$ cat src/rtl/fmark_conditioner_if.sv
// fmark_conditioner_if
//   Bundles the FMARK conditioner's pad input, clear input and status outputs.
//   The conditioner has no valid/ready handshake. fmark_pulse is a single-cycle
//   strobe. period/period_vld/timeout are level status that can be read in any cycle.
//   Modports:
//     slave  - conditioner side (takes pad/clr, drives status)
//     master - consumer/driver side (drives pad/clr, reads status)
//   Signals:
//     fmark_pad   raw FMARK pad level (asynchronous to clk)
//     clr         synchronous clear of measurement state
//     fmark_pulse one-cycle pulse per qualified rising edge
//     fmark_level filtered FMARK level
//     period      clk cycles between last two qualified pulses
//     period_vld  period holds a valid measurement
//     timeout     no qualified pulse for 2^TIMEOUT_W-1 cycles
//     state_dbg   measurement FSM state (debug visibility)
interface fmark_conditioner_if #(
    parameter int TIMEOUT_W = 24
);
    logic                 fmark_pad;
    logic                 clr;
    logic                 fmark_pulse;
    logic                 fmark_level;
    logic [TIMEOUT_W-1:0] period;
    logic                 period_vld;
    logic                 timeout;
    logic [1:0]           state_dbg;

    modport slave (
        input  fmark_pad, clr,
        output fmark_pulse, fmark_level, period, period_vld, timeout, state_dbg
    );

    modport master (
        output fmark_pad, clr,
        input  fmark_pulse, fmark_level, period, period_vld, timeout, state_dbg
    );
endinterface

$ cat src/rtl/fmark_conditioner.sv
// fmark_conditioner
//   Conditions the raw LCD FMARK (tearing-effect) pad. The pad goes through a
//   2-flop synchroniser and an optional glitch filter. The block then emits a
//   one-cycle pulse on each qualified rising edge, which feeds lcd_fmark. It also
//   measures the frame period and flags loss of FMARK.
//   Build option: FMARK_FILTER_EN
//     defined   - a new level must persist FILT_LEN cycles at the synchroniser
//                 output before it is accepted (pulse latency FILT_LEN+2).
//     undefined - no filter; the synchronised level is taken directly
//                 (pulse latency 3).
//   Ports:
//     clk  system clock
//     rst  asynchronous active-high reset
//     bus  fmark_conditioner_if.slave (pad, clr, status outputs, state debug)
module fmark_conditioner #(
    parameter int FILT_LEN  = 4,
    parameter int TIMEOUT_W = 24
) (
    input  logic                 clk,
    input  logic                 rst,
    fmark_conditioner_if.slave   bus
);
    typedef enum logic [1:0] {
        IDLE  = 2'd0,
        FIRST = 2'd1,
        RUN   = 2'd2,
        LOST  = 2'd3
    } state_t;

    localparam logic [TIMEOUT_W-1:0] CNT_MAX = '1;

    if (FILT_LEN < 1) begin : g_bad_filt_len
        $error("fmark_conditioner: FILT_LEN must be >= 1");
    end

    logic                 s1, s2;
    logic                 fmark_level, level_nxt;
    logic                 fmark_pulse;
    logic [TIMEOUT_W-1:0] cnt;
    logic                 cnt_sat;
    logic [TIMEOUT_W-1:0] period, period_nxt;
    logic                 period_vld, period_vld_nxt;
    logic                 timeout, timeout_nxt;
    state_t               state, state_nxt;

    // Synchroniser for the asynchronous pad.
    always_ff @(posedge clk or posedge rst) begin
        if (rst) begin
            s1 <= 1'b0;
            s2 <= 1'b0;
        end else begin
            s1 <= bus.fmark_pad;
            s2 <= s1;
        end
    end

`ifdef FMARK_FILTER_EN
    localparam int CW = (FILT_LEN > 1) ? $clog2(FILT_LEN) : 1;
    localparam logic [CW-1:0] FILT_LAST = CW'(FILT_LEN - 1);

    logic [CW-1:0] filt_cnt, filt_cnt_nxt;

    // Count how long s2 has disagreed with the accepted level. Any agreement
    // restarts the count, so a deviation shorter than FILT_LEN cycles is dropped.
    always_comb begin
        level_nxt    = fmark_level;
        filt_cnt_nxt = '0;
        if (s2 != fmark_level) begin
            if (filt_cnt == FILT_LAST) begin
                level_nxt = s2;
            end else begin
                filt_cnt_nxt = filt_cnt + 1'b1;
            end
        end
    end

    always_ff @(posedge clk or posedge rst) begin
        if (rst) begin
            filt_cnt <= '0;
        end else begin
            filt_cnt <= filt_cnt_nxt;
        end
    end
`else
    always_comb begin
        level_nxt = s2;
    end
`endif

    // The pulse is registered alongside the level, so it is high in exactly
    // the cycle in which fmark_level first reads 1.
    always_ff @(posedge clk or posedge rst) begin
        if (rst) begin
            fmark_level <= 1'b0;
            fmark_pulse <= 1'b0;
        end else begin
            fmark_level <= level_nxt;
            fmark_pulse <= level_nxt & ~fmark_level;
        end
    end

    // Period counter. It reloads to 1 on a pulse, so at the next pulse it holds
    // the exact spacing in cycles.
    assign cnt_sat = (cnt == CNT_MAX);

    always_ff @(posedge clk or posedge rst) begin
        if (rst) begin
            cnt <= '0;
        end else if (bus.clr) begin
            cnt <= '0;
        end else if (fmark_pulse) begin
            cnt <= TIMEOUT_W'(1);
        end else if (!cnt_sat) begin
            cnt <= cnt + 1'b1;
        end
    end

    // Measurement FSM. clr beats pulse, and pulse beats saturation.
    always_comb begin
        state_nxt      = state;
        period_nxt     = period;
        period_vld_nxt = period_vld;
        timeout_nxt    = timeout;
        if (bus.clr) begin
            state_nxt      = IDLE;
            period_nxt     = '0;
            period_vld_nxt = 1'b0;
            timeout_nxt    = 1'b0;
        end else begin
            case (state)
                IDLE: begin
                    if (fmark_pulse) begin
                        state_nxt = FIRST;
                    end else if (cnt_sat) begin
                        state_nxt   = LOST;
                        timeout_nxt = 1'b1;
                    end
                end
                FIRST: begin
                    if (fmark_pulse) begin
                        // A saturated count is not a real period; keep waiting.
                        if (!cnt_sat) begin
                            state_nxt      = RUN;
                            period_nxt     = cnt;
                            period_vld_nxt = 1'b1;
                        end
                    end else if (cnt_sat) begin
                        state_nxt   = LOST;
                        timeout_nxt = 1'b1;
                    end
                end
                RUN: begin
                    if (fmark_pulse) begin
                        if (!cnt_sat) begin
                            period_nxt = cnt;
                        end else begin
                            state_nxt      = FIRST;
                            period_vld_nxt = 1'b0;
                        end
                    end else if (cnt_sat) begin
                        state_nxt      = LOST;
                        period_vld_nxt = 1'b0;
                        timeout_nxt    = 1'b1;
                    end
                end
                LOST: begin
                    if (fmark_pulse) begin
                        state_nxt   = FIRST;
                        timeout_nxt = 1'b0;
                    end
                end
                default: state_nxt = IDLE;
            endcase
        end
    end

    always_ff @(posedge clk or posedge rst) begin
        if (rst) begin
            state      <= IDLE;
            period     <= '0;
            period_vld <= 1'b0;
            timeout    <= 1'b0;
        end else begin
            state      <= state_nxt;
            period     <= period_nxt;
            period_vld <= period_vld_nxt;
            timeout    <= timeout_nxt;
        end
    end

    assign bus.fmark_pulse = fmark_pulse;
    assign bus.fmark_level = fmark_level;
    assign bus.period      = period;
    assign bus.period_vld  = period_vld;
    assign bus.timeout     = timeout;
    assign bus.state_dbg   = state;
endmodule
$ cat src/flat_wrapper.sv
// flat-port wrapper written by rule: the top's interface ports become plain ports
module fmark_conditioner_flat 
#(
    parameter int FILT_LEN  = 4,
    parameter int TIMEOUT_W = 24
)
  (clk, rst, bus_fmark_pad, bus_clr, bus_fmark_pulse, bus_fmark_level, bus_period, bus_period_vld, bus_timeout, bus_state_dbg);
  fmark_conditioner_if #(.TIMEOUT_W(TIMEOUT_W)) bus_i ();
  input  logic clk;
  input  logic rst;
  input wire logic [$bits(bus_i.fmark_pad)-1:0] bus_fmark_pad;
  input wire logic [$bits(bus_i.clr)-1:0] bus_clr;
  output wire logic [$bits(bus_i.fmark_pulse)-1:0] bus_fmark_pulse;
  output wire logic [$bits(bus_i.fmark_level)-1:0] bus_fmark_level;
  output wire logic [$bits(bus_i.period)-1:0] bus_period;
  output wire logic [$bits(bus_i.period_vld)-1:0] bus_period_vld;
  output wire logic [$bits(bus_i.timeout)-1:0] bus_timeout;
  output wire logic [$bits(bus_i.state_dbg)-1:0] bus_state_dbg;
  assign bus_i.fmark_pad = bus_fmark_pad;
  assign bus_i.clr = bus_clr;
  assign bus_fmark_pulse = bus_i.fmark_pulse;
  assign bus_fmark_level = bus_i.fmark_level;
  assign bus_period = bus_i.period;
  assign bus_period_vld = bus_i.period_vld;
  assign bus_timeout = bus_i.timeout;
  assign bus_state_dbg = bus_i.state_dbg;
  fmark_conditioner #(.FILT_LEN(FILT_LEN), .TIMEOUT_W(TIMEOUT_W)) u_core (.clk(clk), .rst(rst), .bus(bus_i));
endmodule
$ cat config.mk
export PLATFORM = sky130hd
export DESIGN_NAME = fmark_conditioner_flat
export DESIGN_NICKNAME = d
export VERILOG_FILES = /design/src/rtl/fmark_conditioner_if.sv /design/src/rtl/fmark_conditioner.sv /design/src/flat_wrapper.sv
export SDC_FILE = /design/constraint.sdc
export NUM_CORES = 1
export LEC_CHECK = 0
export BUFFER_PORTS_ARGS = -buffer_cell sky130_fd_sc_hd__buf_2
export CAP_MARGIN = 20
export CORE_ASPECT_RATIO = 1.75
export CORE_MARGIN = 5
export CORE_UTILIZATION = 40
export CTS_BUF_LIST = sky130_fd_sc_hd__clkbuf_8
export CTS_CLUSTER_DIAMETER = 60
export CTS_CLUSTER_SIZE = 12
export DETAILED_ROUTE_END_ITERATION = 8
export PLACE_DENSITY_LB_ADDON = 0.05
export SYNTH_ARGS = -nofsm -noshare
export SYNTH_HDL_FRONTEND = slang
export SYNTH_SLANG_ARGS = --single-unit
$ cat constraint.sdc
create_clock -name clk -period 2.1 [get_ports clk]
set_input_delay 0.21 -clock clk [delete_from_list [all_inputs] [get_ports clk]]
set_output_delay 0.21 -clock clk [all_outputs]
set_load 0.01 [all_outputs]
Word-level counts from Yosys, hierarchy flattened. Cells that the tools add are included.

Flip-flop bits (word level): 56. Input port bits: 4. Output and inout bits: 30. Word-level logic and storage cells: 62.

Equality and inequality tests: 14. Bitwise logic cells: 2. Reductions and logical operators: 10. Mux-type cells: 26. $add $sub $neg: 1.

Operators by type and width (count): two-way mux 24 bit (7); adder 24 x 1 -> 24 bit, second input constant (1); equality test 24 bit, second input constant (1); two-way mux 2 bit (8); != test 3 x 2 -> 1 bit, second input constant (4); AND reduction 3 bit (3); two-way mux 1 bit (8); != test 4 bit, second input constant (2); one-hot mux 2 bit (4 select lines) (1); != test 3 bit, second input constant (2); equality test 2 bit, second input constant (2); one-hot mux 1 bit (2 select lines) (2); AND reduction 4 bit (1); nonzero test 2 bit (2); != test 3 x 1 -> 1 bit, second input constant (1); nonzero test 3 bit (1); OR reduction 3 bit (1); equality test 2 x 1 -> 1 bit, second input constant (1); logical NOT 2 bit (1); != test 2 bit, second input constant (1); OR reduction 2 bit (1); AND 1 bit (1); NOT 1 bit (1).

Longest topological paths before layout. Gate-level depths: netlist of run 1.

Word-level depth: 5. Mapped depth: 7. Depth with buffers taken out: 7.

Worst setup path before layout of run 1. OpenSTA, ideal clock, no wires.

Path kind: register -> register. Start point: register u_core.cnt[0]. End point: register u_core.cnt[18]. Slack: 240 ps. Library setup time: 132 ps. Data arrival time: 1728 ps. Period minus slack after synthesis: 1860 ps. Required time: 1968 ps. Stages on the path, launching flop included: 8. Cells stage by stage: dfrtp_1 > ha_1 > nand3_1 > nor3_4 > buf_4 > nor4b_2 > xnor2_1 > nor2_1.

Word-level cells in the longest chain between the ends: 4. Elaborated cells on any way between the ends: 6. Classes of those cells: 1 x add/sub; 2 x eq/ne; 3 x mux.

RTL lines: from (decl) (line fmark_conditioner.sv:39) `logic [TIMEOUT_W-1:0] cnt;`; from (signal assigned) (line fmark_conditioner.sv:114) `cnt <= cnt + 1'b1;`; adder 24 x 1 -> 24 bit (line fmark_conditioner.sv:114); two-way mux 24 bit (line fmark_conditioner.sv:113) `end else if (!cnt_sat) begin`; two-way mux 24 bit (line fmark_conditioner.sv:111) `end else if (fmark_pulse) begin`; two-way mux 24 bit (line fmark_conditioner.sv:109) `end else if (bus.clr) begin`.

Parallel ways exist; a longest one is shown, timed or not. The select of a mux whose other input is x is not followed. A chain may end at the register's enable or synchronous reset.

Worst setup path in the final report of run 1.
Start point: register u_core.cnt[4]. End point: register u_core.cnt[17].

The elaborated chain is that of the path after synthesis.

==> results_dict.tcl, run 1 <==
set metrics [dict create \
    status "complete, no violations" \
    pin_count 34 \
    crit_family "simple AND/OR/NAND/NOR gates" \
    crit_type "reg -> reg" \
    ir_worst_vdd_uv 368 \
    vias 2192 \
    cts_tree "built" \
    synth_compound_area_share_pct 13.5 \
    synth_cell_types 46 \
    grt_max_degree 28 \
    wl_per_cell_um 15.5 \
    grt_pass1_vias 2384 \
    yosys_register_bits 56 \
    hold_viol_final 0 \
    synth_top_family_by_area "simple AND/OR/NAND/NOR gates" \
    synth_async_sr_flop_share_pct 100 \
    synthMuxAreaShare_pct 0.363 \
    regToRegEndpoint "u_core.cnt[17]" \
    diodes 0 \
    synthFlopType "dfrtp_1" \
    fin_area_um2 3280 \
    slew_headroom_pct 66.2 \
    synth-simple-area-share_pct 24.4 \
    r2r-start "u_core.cnt[4]" \
    drt-pass1-iter-count 4 \
    synth.avg_cell_area_um2 9.46 \
    postSynthCellCount 291 \
    min_to "u_core.bus.period[20]" \
    synth_top_area_share_pct 50.9 \
    worstMarginPinSlew_ns 0.494 \
    maxCapViolCount 0 \
    clkTransAtPathRegs_ns 0.11 \
    htree_levels 2 \
    cts_sinks 56 \
    ys_top_cells_by_area "dfrtp_1, nand2_1, a21oi_1" \
    place_hpwl_um 4970 \
    ys_seq_area_share_pct 50.9 \
    routed_wirelength_um 6600 \
    core_area_um2 6810 \
    min_path_cells 2 \
    yosys.area.top_type "dfrtp_1" \
    synth_edf_count 0 \
    synth_fp_nets 299 \
    cts_buffers 5 \
    fin_crit_sh_pct 95.7 \
    syn_area_um2 2750 \
    viasPerCell 5.13 \
    crit_path_end_kind "register" \
    r2r_setup_slack_ns 0.09 \
    crit_fanout 7 \
    synthTopCellsByCount "nand2_1, dfrtp_1, nor2_1" \
    core.rowCount 40 \
    finalCriticalPeriod_ns 2.01 \
    die_w_um 72.7 \
    worst-path-buf-inv 0 \
    hold_start "bus_clr" \
    cts_root_buffer "clkbuf_8" \
    finalSetupViolations 0 \
    area_growth_pct 19.1 \
    grt_usage_pct 17.0 \
    clk-insertion-delay-late_ns 0.32 \
    overflow 0 \
    drt_iter0_markers 87 \
    worstPathCellList "nand4_4, or4_4, a211oi_4, a31oi_1, a41o_1" \
    synthAdderAreaFrac_pct 1.82 \
    setup_tns_ns 0 \
    fin_skew_ns 0.0140 \
    drv_slew 0 \
    dieArea_um2 8710 \
    fmax_ghz 0.497 \
    power.density_nw_per_um2 572 \
    cpMaxStageDelayCell "or4_4" \
    setup_ws_ns 0.0899 \
    grt_pass1_wl_um 11600 \
    hold_slack_ns 0.265 \
    crit_path_start_kind "register" \
    crit_path_max_incr_delay_ns 0.58 \
    worstPathArrival_ns 2.22 \
    rsz0062_at_grt "no" \
    portBuffers 33 \
    yosysMostFrequentCell "nand2_1" \
    antenna_left 0 \
    synth_xor_xnor_area_share_pct 5.72 \
    place_ws_ns 0.109 \
    drive_above_1_share_pct 23.0 \
    die_h_um 120 \
    crit_required_ns 2.31 \
    hold_path.class "in -> reg" \
    leakage_nw 1.46 \
    dpl-instance-area_um2 3160 \
    initial_utilization_pct 40.5 \
    finalPower_mw 1.88 \
    rr_worst_depth 5 \
    nets 350 \
    cts.path.max_buffers 2 \
    antenna_found_initial 0 \
    place_congestion 0.768 \
    yosysWarnings 0 \
    drc 0 \
]
[per-layer routing]
layer | share of wire [%] | routed length (um) | GRT usage (%) | vias to the layer above
met4 | 1.6 | 106 | 5.54 | 0
li1 | - | - | - | 1093
met2 | 55 | 3620 | 30.8 | 25
met1 | 41 | 2710 | 19.5 | 1067
met3 | 2.5 | 168 | 2.93 | 7
met5 | 0 | 0 | 0 | -
[where the power goes]
part	internal [mW]	switching (mW)
clock network	0.264	0.357
registers	1.09	0.0157
logic	0.0505	0.0960
total	1.41	0.468
[sequential cells by signal, indices dropped and copies added (netlist names)]
signal and count:
u_core.bus.period 24, u_core.s1 1, u_core.level_nxt 1, u_core.bus.fmark_level 1
u_core.cnt 24, u_core.bus.state_dbg 2, u_core.bus.period_vld 1, u_core.bus.fmark_pulse 1
u_core.bus.timeout 1
[cell type report]
type | instances | area, um^2
Clock buffer | 6 | 82.6
Clock inverter | 2 | 11.3
Fill cell | 703 | 3530
Inverter | 6 | 22.5
Multi-Input combinational cell | 213 | 1260
Sequential cell | 56 | 1400
Tap cell | 84 | 105
Timing Repair Buffer | 60 | 398
[logic make-up after synthesis]
family / after synthesis
XOR/XNOR: 18
AO/OA/AOI/OAI: 55
AND/OR/NAND/NOR: 135
adder cells (fa/ha/maj): 4
flip-flops: 56
multiplexers: 1
buffers and inverters: 22
[per-stage QoR]
stage                     std cells  utilization (%)
final                           427             48.2
after global placement          416             46.4
after global routing            427             48.2
after floorplan                 291                -
after CTS                       426             48.1
after detailed placement        416             46.4
[timing repair]
action                     CTS  global route
setup endpoints to repair    0             8
hold buffers                 2             0
setup buffers                0             1
gates resized for setup      0             0
hold endpoints to repair    22             0
[worst register-to-register path: stages, from the launching register on]
cell and delay (ns):
dfrtp_1 0.48, nand4_4 0.16, or4_4 0.58, a211oi_4 0.35, a31oi_1 0.13, a41o_1 0.21
[worst max-delay path by stage]
stage,cells after the start,to,startpoint,slack (ns)
after floorplan,7,u_core.cnt[18],u_core.cnt[0],0.24
after global placement,5,u_core.cnt[17],u_core.cnt[4],0.15
after detailed placement,5,u_core.cnt[17],u_core.cnt[4],0.11
after CTS,5,u_core.cnt[17],u_core.cnt[4],0.08
after global routing,5,u_core.cnt[17],u_core.cnt[4],0.03
final,5,u_core.cnt[17],u_core.cnt[4],0.09
[cells in the final DEF (no fill, tap or decap), types with 3 or more instances in the layout]
master    netlist  layout
a211oi_1        4       4
a21oi_1        32      32
buf_2           5      33
buf_4           1      23
clkbuf_8        0       6
dfrtp_1        56      56
ha_1            4       4
inv_1           6       6
nand2_1        60      60
nand3_1         7       7
nand4_1         6       6
nor2_1         33      33
nor3_1          6       6
o21ai_0         3       3
xnor2_1        15      15
xor2_1          3       3
No activity file was read; power rests on OpenSTA's default activity.
==> inputs of run 2 (changes only) <==
--- a/config.mk
+++ b/config.mk
@@ -15,6 +15,7 @@
 export CTS_CLUSTER_SIZE = 12
 export DETAILED_ROUTE_END_ITERATION = 8
 export PLACE_DENSITY_LB_ADDON = 0.05
+export RECOVER_POWER = 100
 export SYNTH_ARGS = -nofsm -noshare
 export SYNTH_HDL_FRONTEND = slang
 export SYNTH_SLANG_ARGS = --single-unit
==> run 2 against run 1 <==
Non-clock buffer count did not move. Sequential share of layout area rose by 0.78 points. Critical path depth did not move. Critical endpoint unchanged. Largest power group unchanged. Die area did not move. Cell area fell by 1.8%. Highest routed layer unchanged.
==> results_dict.tcl, run 2 (synthesis results as in run 1) <==
set metrics [dict create \
    status "complete, no violations" \
    drv_slew 0 \
    finalPower_mw 1.87 \
    drc 0 \
    dieArea_um2 8710 \
    clkTransAtPathRegs_ns 0.11 \
    pin_count 34 \
    routed_wirelength_um 6610 \
    antenna_found_initial 0 \
    final_cell_mix "nand2_1, dfrtp_1, nor2_1, clkbuf_1, a21oi_1" \
    setup_tns_ns 0 \
    hold_viol_final 0 \
    crit_fanout 7 \
    nets 350 \
    die_h_um 120 \
    vias 2209 \
    slew_headroom_pct 38.1 \
    final_common_cell "nand2_1" \
    overflow 0 \
    die_w_um 72.7 \
    crit_family "simple AND/OR/NAND/NOR gates" \
    worst-path-buf-inv 0 \
    cts_sinks 56 \
    leakage_nw 1.30 \
    portBuffers 33 \
    viasPerCell 5.17 \
    power.density_nw_per_um2 581 \
    maxCapViolCount 0 \
    crit_type "reg -> reg" \
    worstMarginPinSlew_ns 0.927 \
    fin_crit_sh_pct 95.2 \
    grt_pass1_vias 2384 \
    cts_resized 0 \
    fin_skew_ns 0.0154 \
    cts.path.max_buffers 2 \
    htree_levels 2 \
    cts_root_buffer "clkbuf_8" \
    drive_above_1_share_pct 12.8 \
    drt-pass1-iter-count 4 \
    worstPathCellList "nand4_4, or4_4, a211oi_4, a31oi_1, a41o_1" \
    cts_buffers 5 \
    ir_worst_vdd_uv 368 \
    grt_max_degree 28 \
    grt_usage_pct 17.0 \
    worstPathArrival_ns 2.21 \
    crit_path_start_kind "register" \
    drt_iter0_markers 91 \
    rsz0062_at_grt "no" \
    wl_per_cell_um 15.5 \
    core.rowCount 40 \
    grt_pass1_wl_um 11600 \
    fmax_ghz 0.500 \
    finalSetupViolations 0 \
    area_growth_pct 17.0 \
    crit_path_max_incr_delay_ns 0.57 \
    hold_path.class "in -> reg" \
    crit_path_end_kind "register" \
    clk-insertion-delay-late_ns 0.32 \
    finalCriticalPeriod_ns 2.00 \
    core_area_um2 6810 \
    hold_slack_ns 0.266 \
    cts_tree "built" \
    cpMaxStageDelayCell "or4_4" \
    diodes 0 \
    antenna_left 0 \
    crit_required_ns 2.31 \
    initial_utilization_pct 40.5 \
    place_congestion 0.768 \
    place_hpwl_um 4970 \
]
-- run 2: cell types whose count changed in the layout (fill, tap and decap cells not counted), sizes merged --
| cell | previous run | this run |
|---|---|---|
| buf | 58 | 23 |
| clkbuf | 6 | 41 |
-- run 2: path summary, 6_finish.rpt --
check / from / end / slack (ns) / cells after the start
max in group asynchronous: rst / u_core.bus.period[1] / 0.59 / 4
worst max register to register: u_core.cnt[4] / u_core.cnt[17] / 0.10 / 5
min in group asynchronous: rst / u_core.cnt[7] / 0.63 / 3
worst min register to register: u_core.s1 / u_core.level_nxt / 0.36 / 0
worst max-delay path: u_core.cnt[4] / u_core.cnt[17] / 0.10 / 5
worst min-delay path: bus_clr / u_core.bus.period[20] / 0.27 / 2
-- run 2: timing repair --
action | in CTS | in global routing
endpoints found under the setup margin | 0 | 8
buffers inserted | 0 | 1
endpoints found under the hold margin | 22 | 0
hold buffers | 2 | 0
-- run 2: final cells by class --
class | instances | area (um^2)
tap | 84 | 105
timing repair buffer | 60 | 349
fill | 726 | 3580
multi-input combinational | 213 | 1250
sequential | 56 | 1400
clock buffer | 6 | 82.6
inverter | 6 | 22.5
clock inverter | 2 | 11.3
-- run 2: through the flow --
step	std cells	area, um^2	utilization (%)	setup slack (ns)
floorplan	291	2750	-	0.240
finish	427	3220	47.3	0.101
global placement	416	3160	46.4	0.147
detailed placement	416	3160	46.4	0.109
CTS	426	3270	48.1	0.0813
global route	427	3220	47.3	0.0183
-- run 2: report_power, final --
group | internal (mW) | switching [mW]
logic | 0.0472 | 0.0957
clock network | 0.264 | 0.357
registers | 1.09 | 0.0159
total | 1.40 | 0.469
-- run 2: metal layers --
metal	share of wire, %	GRT usage, %	vias to the layer above
met1	40	19.5	1073
met3	2.8	2.93	7
li1	-	-	1100
met5	0	0	-
met2	55	30.8	29
met4	1.6	5.54	0
